$ cat config.mk
export PLATFORM = sky130hd
export DESIGN_NAME = param_data_buffer
export DESIGN_NICKNAME = d
export VERILOG_FILES = /design/src/rtl/buffer_pkg.sv /design/src/rtl/buffer_storage_array.sv /design/src/rtl/param_data_buffer.sv
export SDC_FILE = /design/constraint.sdc
export NUM_CORES = 1
export LEC_CHECK = 0
export ABC_AREA = 1
export CAP_MARGIN = 5
export CORE_MARGIN = 4
export CORE_UTILIZATION = 55
export DETAILED_ROUTE_END_ITERATION = 16
export GPL_TIMING_DRIVEN = 0
export MAX_ROUTING_LAYER = met4
export PLACE_DENSITY = 0.71
export SYNTH_ARGS = -nofsm -noshare
export SYNTH_HDL_FRONTEND = slang
export SYNTH_SLANG_ARGS = --single-unit
$ cat constraint.sdc
create_clock -name clk -period 4.35 [get_ports clk]
set_input_delay 0.6525 -clock clk [delete_from_list [all_inputs] [get_ports clk]]
set_output_delay 0.6525 -clock clk [all_outputs]
set_load 0.005 [all_outputs]
$ cat src/rtl/buffer_pkg.sv
// Shared definitions for the parametrised data buffer: request encoding and default sizing.
package buffer_pkg;

    localparam int BUF_DATA_WIDTH = 8;
    localparam int BUF_DEPTH      = 64;

    // Encoded as {write_enable, read_enable} so the request pair can be cast directly.
    typedef enum logic [1:0] {
        BUF_NOP   = 2'b00,
        BUF_READ  = 2'b01,
        BUF_WRITE = 2'b10,
        BUF_RW    = 2'b11
    } buf_op_t;

endpackage

$ cat src/rtl/buffer_storage_array.sv
// Storage for the data buffer: one write port and one registered read port.
// The array itself is never reset; only the read-data register is.
module buffer_storage_array #(
    parameter int DATA_WIDTH = 8,
    parameter int DEPTH      = 64,
    localparam int ADDR_W    = $clog2(DEPTH)
) (
    input  logic                  clk,
    input  logic                  rst,
    input  logic                  we,
    input  logic [ADDR_W-1:0]     waddr,
    input  logic [DATA_WIDTH-1:0] wdata,
    input  logic                  re,
    input  logic [ADDR_W-1:0]     raddr,
    output logic [DATA_WIDTH-1:0] rdata
);

    logic [DATA_WIDTH-1:0] mem_r [DEPTH];

    // Entry write; a same-cycle read of the same slot still sees the old entry.
    always_ff @(posedge clk) begin
        if (we) begin
            mem_r[waddr] <= wdata;
        end
    end

    // Registered read data, held when no read is accepted.
    always_ff @(posedge clk) begin
        if (rst) begin
            rdata <= '0;
        end else if (re) begin
            rdata <= mem_r[raddr];
        end else begin
            rdata <= rdata;
        end
    end

endmodule

$ cat src/rtl/param_data_buffer.sv
// Parametrised FIFO buffer between the protocol front end and the data consumer.
// Occupancy is the single source of full/empty; pointers are never compared.
module param_data_buffer
    import buffer_pkg::*;
#(
    parameter int DATA_WIDTH = BUF_DATA_WIDTH,
    parameter int DEPTH      = BUF_DEPTH,
    localparam int ADDR_W    = $clog2(DEPTH)
) (
    input  logic                  clk,
    input  logic                  rst,
    input  logic                  flush,
    input  logic                  write_enable,
    input  logic [DATA_WIDTH-1:0] write_data,
    input  logic                  read_enable,
    output logic [DATA_WIDTH-1:0] read_data,
    output logic                  read_valid,
    output logic [ADDR_W:0]       occupancy,
    output logic                  empty,
    output logic                  full,
    output logic                  overflow,
    output logic                  underflow
);

    localparam logic [ADDR_W:0]   OCC_FULL = (ADDR_W+1)'(DEPTH);
    localparam logic [ADDR_W:0]   OCC_ZERO = '0;
    localparam logic [ADDR_W-1:0] PTR_ONE  = (ADDR_W)'(1);

    logic [ADDR_W-1:0] wr_ptr_r;
    logic [ADDR_W-1:0] rd_ptr_r;
    logic [ADDR_W:0]   occupancy_r;
    logic              read_valid_r;
    logic              overflow_r;
    logic              underflow_r;

    buf_op_t           op_s;
    logic              wr_acc_s;
    logic              rd_acc_s;
    logic              ovf_s;
    logic              udf_s;

    assign op_s = buf_op_t'({write_enable, read_enable});

    // Accept decisions; flush silently swallows same-cycle requests.
    always_comb begin
        wr_acc_s = 1'b0;
        rd_acc_s = 1'b0;
        ovf_s    = 1'b0;
        udf_s    = 1'b0;
        if (flush) begin
            wr_acc_s = 1'b0;
            rd_acc_s = 1'b0;
        end else begin
            case (op_s)
                BUF_NOP: begin
                    wr_acc_s = 1'b0;
                end
                BUF_WRITE: begin
                    wr_acc_s = !full;
                    ovf_s    = full;
                end
                BUF_READ: begin
                    rd_acc_s = !empty;
                    udf_s    = empty;
                end
                BUF_RW: begin
                    // A popped slot frees room, so a full buffer still takes the write.
                    rd_acc_s = !empty;
                    udf_s    = empty;
                    wr_acc_s = 1'b1;
                end
                default: begin
                    wr_acc_s = 1'b0;
                    rd_acc_s = 1'b0;
                end
            endcase
        end
    end

    // Pointers, occupancy and status pulses.
    always_ff @(posedge clk) begin
        if (rst || flush) begin
            wr_ptr_r     <= '0;
            rd_ptr_r     <= '0;
            occupancy_r  <= OCC_ZERO;
            read_valid_r <= 1'b0;
            overflow_r   <= 1'b0;
            underflow_r  <= 1'b0;
        end else begin
            if (wr_acc_s) begin
                wr_ptr_r <= wr_ptr_r + PTR_ONE;
            end else begin
                wr_ptr_r <= wr_ptr_r;
            end
            if (rd_acc_s) begin
                rd_ptr_r <= rd_ptr_r + PTR_ONE;
            end else begin
                rd_ptr_r <= rd_ptr_r;
            end
            case ({wr_acc_s, rd_acc_s})
                2'b10:   occupancy_r <= occupancy_r + (ADDR_W+1)'(1);
                2'b01:   occupancy_r <= occupancy_r - (ADDR_W+1)'(1);
                default: occupancy_r <= occupancy_r;
            endcase
            read_valid_r <= rd_acc_s;
            overflow_r   <= ovf_s;
            underflow_r  <= udf_s;
        end
    end

    buffer_storage_array #(
        .DATA_WIDTH (DATA_WIDTH),
        .DEPTH      (DEPTH)
    ) u_storage (
        .clk   (clk),
        .rst   (rst),
        .we    (wr_acc_s),
        .waddr (wr_ptr_r),
        .wdata (write_data),
        .re    (rd_acc_s),
        .raddr (rd_ptr_r),
        .rdata (read_data)
    );

    assign occupancy  = occupancy_r;
    assign read_valid = read_valid_r;
    assign overflow   = overflow_r;
    assign underflow  = underflow_r;
    assign empty      = (occupancy_r == OCC_ZERO);
    assign full       = (occupancy_r == OCC_FULL);

endmodule

== Word level (Yosys, flattened, before mapping) ==
Memories as Yosys holds them, arrays and structs flattened. A register that Yosys moved wholly into a read port is not among the register bits.
Index checks and enable logic that the tools add are counted.

* Output and inout bits: 20
* Memories: 1
* Bits of input ports: 13
* Bits in writable memories: 512
* Register bits after elaboration: 22
* Latch bits: 0
* Memory bits (read-only): 0

{| class="wikitable"
|+ Memories
! memory !! words !! bits a word !! read ports !! clocked after Yosys merged registers in !! write ports !! RTL line !! RTL
|-
| u_storage.mem_r || 64 || 8 || 1 || 1 || 1 || buffer_storage_array.sv:18 || <nowiki>logic [DATA_WIDTH-1:0] mem_r [DEPTH];</nowiki>
|}

* Bitwise logic cells: 2
* Div/mod/pow operators: 0
* Add/sub/neg operators: 4
* Shift-type cells: 0
* Eq/ne operators: 6
* Reductions and logical operators: 8
* Multipliers: 0
* Muxes and demuxes: 7
* Magnitude comparators: 0

{| class="wikitable"
|+ Operators with widths
! kind !! number
|-
| 7-bit case mux with 2 select lines || 1
|-
| 6-bit by 1-bit adder with 6-bit output (second input constant) || 2
|-
| 7-bit by 1-bit adder with 7-bit output (second input constant) || 1
|-
| 7-bit == test (second input constant) || 1
|-
| 7-bit zero test || 1
|-
| 7-bit by 1-bit subtractor with 7-bit output (second input constant) || 1
|-
| 2-bit == test (second input constant) || 3
|-
| 3-bit OR reduction || 2
|-
| 1-bit two-way mux || 5
|-
| 2-bit by 1-bit == test with 1-bit output (second input constant) || 2
|-
| 1-bit zero test || 2
|-
| 1-bit NOT || 2
|-
| 1-bit case mux with 2 select lines || 1
|-
| 2-bit nonzero test || 1
|-
| 2-bit OR reduction || 1
|-
| 1-bit logical OR || 1
|}

== Logic depth before layout (Yosys ltp) ==
Gate-level depths: netlist (run 1).

* Depth in word-level cells: 6
* Depth in mapped cells: 18

== Cells and area by module ==
Synthesis (run 1) repeated with hierarchy kept, for this count alone.

* Cells, all modules: 2002
* Area, all modules: 22640.5 um2

{| class="wikitable"
|+ Modules (own cells, without submodules)
! module !! area an instance (um2) !! cells each !! instances
|-
| buffer_storage_array || 21235.4 || 1808 || 1
|-
| param_data_buffer || 1405.1 || 194 || 1
|}

== Worst setup path before layout (run 1) ==
Ideal clock, no wire load.

* Path kind: input-to-reg
* From: input port read_enable
* To: register occupancy_r[5] (netlist: occupancy[5])
* Arrival time: 2.533 ns
* Data required time: 4.241 ns
* Setup time: 0.109 ns
* Path buffers: 1
* Stages on the path: 16
* Path slack: 1.708 ns
* Path through: inv_1 nor2_1 nand2_1 inv_1 clkbuf_1 ha_1 ha_1 nand3_1 nand3_1 nand2_1 nand2_1 nand2_1 a21oi_1 nand3b_1 nand2_1 inv_1

* Word-level cells in the longest chain between the ends: 6

{| class="wikitable"
|+ RTL lines
! item !! RTL line !! RTL
|-
| start, declared || param_data_buffer.sv:15 || <nowiki>input logic read_enable,</nowiki>
|-
| 2-bit == test / 2-bit by 1-bit == test with 1-bit output (equally long branches) || param_data_buffer.sv:54 || <nowiki>case (op_s)</nowiki>
|-
| 2-bit OR reduction (no line) (*) || - ||
|-
| 1-bit two-way mux (*) || - ||
|-
| 1-bit two-way mux (*) || param_data_buffer.sv:50 || <nowiki>if (flush) begin</nowiki>
|-
| named net rd_acc_s || param_data_buffer.sv:38 || <nowiki>logic rd_acc_s;</nowiki>
|-
| 2-bit by 1-bit == test with 1-bit output / 2-bit == test (equally long branches) || param_data_buffer.sv:100 || <nowiki>case ({wr_acc_s, rd_acc_s})</nowiki>
|-
| 7-bit case mux with 2 select lines / 2-bit nonzero test (equally long branches) || - ||
|-
| end signal, assigned || param_data_buffer.sv:101 || <nowiki>2'b10: occupancy_r <= occupancy_r + (ADDR_W+1)'(1);</nowiki>
|-
| end signal, assigned || param_data_buffer.sv:102 || <nowiki>2'b01: occupancy_r <= occupancy_r - (ADDR_W+1)'(1);</nowiki>
|-
| end signal, assigned || param_data_buffer.sv:103 || <nowiki>default: occupancy_r <= occupancy_r;</nowiki>
|-
| end, declared || param_data_buffer.sv:31 || <nowiki>logic [ADDR_W:0] occupancy_r;</nowiki>
|}

The timed path passes the listed nets; every way through them passes the cells marked *.
A chain may end at the register's enable or synchronous reset.

== Worst setup path in the final report (run 1) ==
* From: register occupancy_r[1] (netlist: occupancy[1])
* To: memory u_storage.mem_r[34][2], enable pin

* Word-level cells in the longest chain between the ends: 6

{| class="wikitable"
|+ RTL lines
! item !! RTL line !! RTL
|-
| 7-bit == test || param_data_buffer.sv:130 || <nowiki>assign full = (occupancy_r == OCC_FULL);</nowiki>
|-
| 1-bit zero test || param_data_buffer.sv:59 || <nowiki>wr_acc_s = !full;</nowiki>
|-
| 1-bit case mux with 2 select lines || param_data_buffer.sv:54 ||
|-
| 1-bit two-way mux || param_data_buffer.sv:50 ||
|-
| 1-bit two-way mux || buffer_storage_array.sv:22 || <nowiki>if (we) begin</nowiki>
|-
| 1-bit two-way mux (implied by the code) || buffer_storage_array.sv:23 || <nowiki>mem_r[waddr] <= wdata;</nowiki>
|-
| end, declared || buffer_storage_array.sv:18 ||
|}

No other way between the ends.

==> reports/metrics.yaml, run 1 <==
status: "finished clean"
ys_seq_elements: 542
io_pins: 33
slew-limit-headroom_pct: 17.8
finalPower_mw: 10.5
yosysSeqAreaShare_pct: 69.3
die_area_sq_um: 45300
drt.antenna.violating_nets: 0
worstMarginPinSlew_ns: 1.22
r2r-start: "occupancy[1]"
power_density_nw_per_um2: 408
async_reset_ff_share_pct: 0
peakVddDrop_v: 0.000369
clk_latency_ns: 0.61
num_rows: 74
yosysWarnings: 0
antenna_found_initial: 2
crit_type: "reg -> reg"
first_pass_iters: 5
synth_compound_area_share_pct: 2.09
syn_inst: 2210
cts_made_buffers: 54
fmax_mhz: 291
final_nets: 2328
hold_violations: 0
clock_path_buffers: 3
cts.repair.resized: 0
cts_tree: "yes"
synth_cell_types: 26
ff2ff_setup_slack_ns: 0.91
die_h_um: 213
syn_area_sq_um: 23100
layout-drive-gt1-share_pct: 6.65
power_frac_seq_pct: 54.6
post-dp-hpwl_um: 45100
critPathArrivalTime_ns: 3.64
start_util_pct: 56.1
period_minus_slack_ns: 3.44
grt.total_usage_pct: 29.8
fin_skew_ns: 0.0258
vias: 16300
syn_to_final_growth_pct: 11.7
reg2reg_to: "u_storage.mem_r[34][2]"
syn-num-nets: 2232
drc_errors: 0
wl_um: 65000
reg2regPathDepth: 8
grt_max_degree: 45
post-cts-setup-buffers: 0
worstPathRequired_ns: 4.56
slew_viol_final: 0
synthSimpleGateAreaFrac_pct: 22.4
portBuffers: 31
nFillCells: 3299
setup_violations: 0
placed_cell_area_sq_um: 24200
overflow: 0
hold_class: "reg -> reg"
clkPwrFrac_pct: 40.9
hold_path_end: "read_valid"
ys.flop_type: "edfxtp_1"
clock_sinks: 542
p_sw_share_pct: 21.4
finalCritPeriodShare_pct: 79.0
final_common_cell: "nand2_1"
synth_edf_count: 512
post_synth.cell_area_avg_sq_um: 10.4
min_from: "occupancy[6]"
cp-start-kind: "register"
die_w_um: 213
mostFrequentLayoutCells: "689 x nand2_1, 512 x edfxtp_1, 294 x nand3_1, 240 x nor2_1, 201 x inv_1"
synth_adder_area_share_pct: 0.521
gp_congestion: 1.02
drtIter0Drc: 2087
leakage_nw: 10.0
multi_input_area_sq_um: 5810
rsz0062_at_grt: "false"
hold_buffers: 0
post-route-cell-area_sq_um: 25700
tns_ns: 0
cts-root-buf: "clkbuf_16"
grt_pass1_vias: 15600
yosys-mux-area-fraction_pct: 0
internal_power_mw: 8.25
pwr-share-comb_pct: 4.5
drv_cap: 0
grt_pass1_wl_um: 96000
p_sw_mw: 2.25
synth-xor-area-share_pct: 0.152
synth_top_family_by_area: "simple AND/OR/NAND/NOR gates"
htree_levels: 2
vias_per_cell: 5.65
wl_per_cell_um: 22.6
min_path_cells: 2
coreArea_sq_um: 41100
holdWs_ns: 0.528
clk_pin_slew_ns: 0.06
endpoint_kind: "register"
crit_path_max_fanout: 8
ff_latch_area_sq_um: 16000
## worst max-delay path by stage
stage / startpoint / endpoint / slack [ns] / cells after the start
floorplan: read_enable / occupancy[5] / 1.71 / 16
global placement: flush / occupancy[6] / 0.51 / 16
detailed placement: flush / occupancy[6] / 0.49 / 16
CTS: occupancy[1] / u_storage.mem_r[10][5] / 0.97 / 8
global route: occupancy[0] / occupancy[6] / 0.70 / 18
finish: occupancy[1] / u_storage.mem_r[34][2] / 0.91 / 8
## registers in the layout (all words and copies together) (netlist names)
name,count
u_storage.mem_r,512
u_storage.rdata,8
occupancy,7
rd_ptr_r,6
wr_ptr_r,6
overflow,1
read_valid,1
underflow,1
## layer usage
| layer | track usage, % | wire, um | share of wire (%) |
|---|---|---|---|
| met3 | 6.86 | 7000 | 11 |
| met1 | 39.1 | 25200 | 39 |
| met2 | 45.2 | 29500 | 45 |
| met5 | - | 0 | 0 |
| met4 | 13.3 | 3310 | 5.1 |
## layout make-up
type	count	area share, %
plain buffers	109	1.95
clock inverters	17	0.384
multi-input cells	1354	22.6
clock buffers	79	5.77
repair buffers	40	1.69
flip-flops and latches	542	62.0
inverters	205	2.99
diodes	1	0.00972
well taps	532	2.59
## logic make-up (layout without fill, tap and decap cells)
kind of cell / after synthesis / count (layout)
AO/OA/AOI/OAI: 96 / 96
XOR/XNOR: 4 / 4
adder cells (fa/ha/maj): 9 / 9
buffers and inverters: 314 / 450
flip-flops: 542 / 542
other: 0 / 1
AND/OR/NAND/NOR: 1245 / 1245
## stage by stage
stage          instances  utilization, %  setup WS, ns
2_1_floorplan       2210               -          1.71
3_3_place_gp        2773            58.5         0.515
3_5_place_dp        2782            58.8         0.486
4_1_cts             2878            62.6         0.966
5_1_grt             2879            62.6         0.697
6_report            2879            62.6         0.914
## Yosys cell counts, types with 3 or more instances
| library cell | instances | area share (%) |
|---|---|---|
| o21ai_0 | 52 | 1.1 |
| xor2_1 | 3 | 0.11 |
| nand4_4 | 5 | 0.46 |
| nor3_1 | 4 | 0.087 |
| edfxtp_1 | 512 | 67 |
| dfxtp_1 | 30 | 2.6 |
| nor2_1 | 240 | 3.9 |
| and3_1 | 8 | 0.22 |
| buf_2 | 68 | 1.5 |
| a21oi_1 | 42 | 0.91 |
| clkbuf_1 | 35 | 0.57 |
| buf_1 | 5 | 0.081 |
| inv_1 | 201 | 3.3 |
| nand2_1 | 689 | 11 |
| nand3_1 | 294 | 6.4 |
| clkinv_1 | 3 | 0.049 |
| ha_1 | 8 | 0.43 |
## power groups by stage
stage / clock (mW) / sequential (mW) / combinational (mW)
global placement: 0 / 5.86 / 0.438
finish: 4.29 / 5.73 / 0.472
CTS: 4.32 / 5.73 / 0.465
global route: 4.55 / 5.73 / 0.508
floorplan: 0 / 5.84 / 0.210
detailed placement: 0 / 5.84 / 0.462
## worst max-delay path, stage by stage, from the launching register on
cell and delay, ns:
dfxtp_1 0.46, nor2_1 0.09, nand3_1 0.12, nor3_1 0.08, nand2_1 0.07, nand2_1 0.08, nor2_1 0.25, nand4_1 0.81
nor2_1 1.10
Note: power is estimated with default switching activity, not from simulation.
==> inputs of run 2 (changes only) <==
Clock period 4.35 ns to 3.3 ns, I/O delays scaled along.
==> run 2 against run 1 <==
Net effect:
- the flow now finishes with violations (setup timing)
- clock power is 32% higher
- total power is 32% higher
- sequential power is 32% higher
- final cell count did not move
- largest power group unchanged
==> reports/metrics.yaml, run 2 (synthesized netlist as in run 1, its figures left out) <==
status: "finished, violations left"
violations: "setup timing"
drc_errors: 0
start_util_pct: 56.1
crit_type: "reg -> reg"
period_minus_slack_ns: 3.52
gr-usage-met3_pct: 6.89
hold_violations: 0
overflow: 0
io_pins: 33
die_w_um: 213
vias: 16300
grt.total_usage_pct: 29.9
coreArea_sq_um: 41100
finalCritPeriodShare_pct: 107
timing.final.ws_setup_ns: -0.222
setup_violations: 31
leakage_nw: 10.0
drv_cap: 0
post-route-util_pct: 62.7
grt_use_met1_pct: 39.2
final_common_cell: "nand2_1"
post-route-cell-area_sq_um: 25800
place_ws_ns: -0.406
gp_congestion: 1.02
hold_buffers: 0
mostFrequentLayoutCells: "689 x nand2_1, 512 x edfxtp_1, 294 x nand3_1, 238 x nor2_1, 200 x inv_1"
clock_path_buffers: 3
die_h_um: 213
largest-register: "u_storage.mem_r"
slew_viol_final: 0
clk_latency_ns: 0.61
htree_levels: 2
die_area_sq_um: 45300
top_usage_layer: "met2"
clk_pin_slew_ns: 0.06
endpoint_kind: "register"
rsz0062_at_grt: "true"
final_nets: 2328
power_density_nw_per_um2: 537
vias_per_cell: 5.65
layout-drive-gt1-share_pct: 6.86
grt_pass1_wl_um: 96000
clock_sinks: 542
hold_class: "in -> reg"
num_rows: 74
grt_pass1_vias: 15600
grt_max_degree: 45
worstPathRequired_ns: 3.51
fmax_mhz: 284
cts-root-buf: "clkbuf_16"
portBuffers: 31
critPathArrivalTime_ns: 3.73
post-dp-hpwl_um: 45100
placed_cell_area_sq_um: 24200
peakVddDrop_v: 0.000486
wl_um: 64900
tns_ns: -3.71
cp-start-kind: "register"
syn_to_final_growth_pct: 11.7
drtIter0Drc: 1925
slew-limit-headroom_pct: 18.9
drt.antenna.violating_nets: 0
cts_made_buffers: 54
ff2ff_setup_slack_ns: -0.22
worstMarginPinSlew_ns: 1.21
use_met2_pct: 45.2
crit_path_max_fanout: 8
first_pass_iters: 6
nFillCells: 3298
fin_skew_ns: 0.0294
finalPower_mw: 13.8
wl_per_cell_um: 22.6
cts_tree: "yes"
antenna_found_initial: 2
largest_reg_flops: 512
[run 2: cell type report]
cell class	count	area (sq um)	area share, %
clock inverter	17	98.8	0.384
multi-input combinational	1354	5820	22.6
sequential	542	16000	62.0
timing repair buffer	41	443	1.72
clock buffer	79	1490	5.77
antenna	1	2.50	0.00971
buffer	108	498	1.93
inverter	205	773	3.00
tap	532	666	2.58
[run 2: through the flow]
stage / hold slack (ns) / instances
after detailed placement: 0.521 / 2782
final: 0.412 / 2879
after floorplan: 0.492 / 2210
after global routing: 0.416 / 2879
after CTS: 0.393 / 2877
after global placement: 0.510 / 2773
[run 2: power breakdown]
part           switching, mW  total [mW]  leakage [nW]  internal (mW)
Sequential            0.0159        7.55          4.85           7.54
Combinational          0.456       0.622          4.42          0.166
Clock                   2.50        5.67         0.767           3.17
[run 2: worst paths after layout]
path,depth (start not counted),from,end
setup / recovery,8,occupancy[1],u_storage.mem_r[34][2]
hold / removal,1,write_data[3],u_storage.mem_r[28][3]
setup reg to reg,8,occupancy[1],u_storage.mem_r[34][2]
hold reg to reg,2,occupancy[6],read_valid
[run 2: layer usage]
layer  up-vias  wire length (um)
met1      7643             24900
met4         0              3130
met3       168              7280
met5         -                 0
li1       7532                 -
met2       916             29700
[run 2: what timing repair did]
action                                  in CTS  in global routing
setup buffers                                0                  1
endpoints found under the setup margin      26                 66
gates resized for setup                      0                  4
[run 2: worst max-delay path, stage by stage (launching register included)]
cell	delay, ns
dfxtp_1	0.46
nor2_1	0.09
nand3_1	0.12
nor3_1	0.08
nand2_1	0.07
nand2_1	0.08
nor2_1	0.25
nand4_1	0.85
nor2_1	1.14
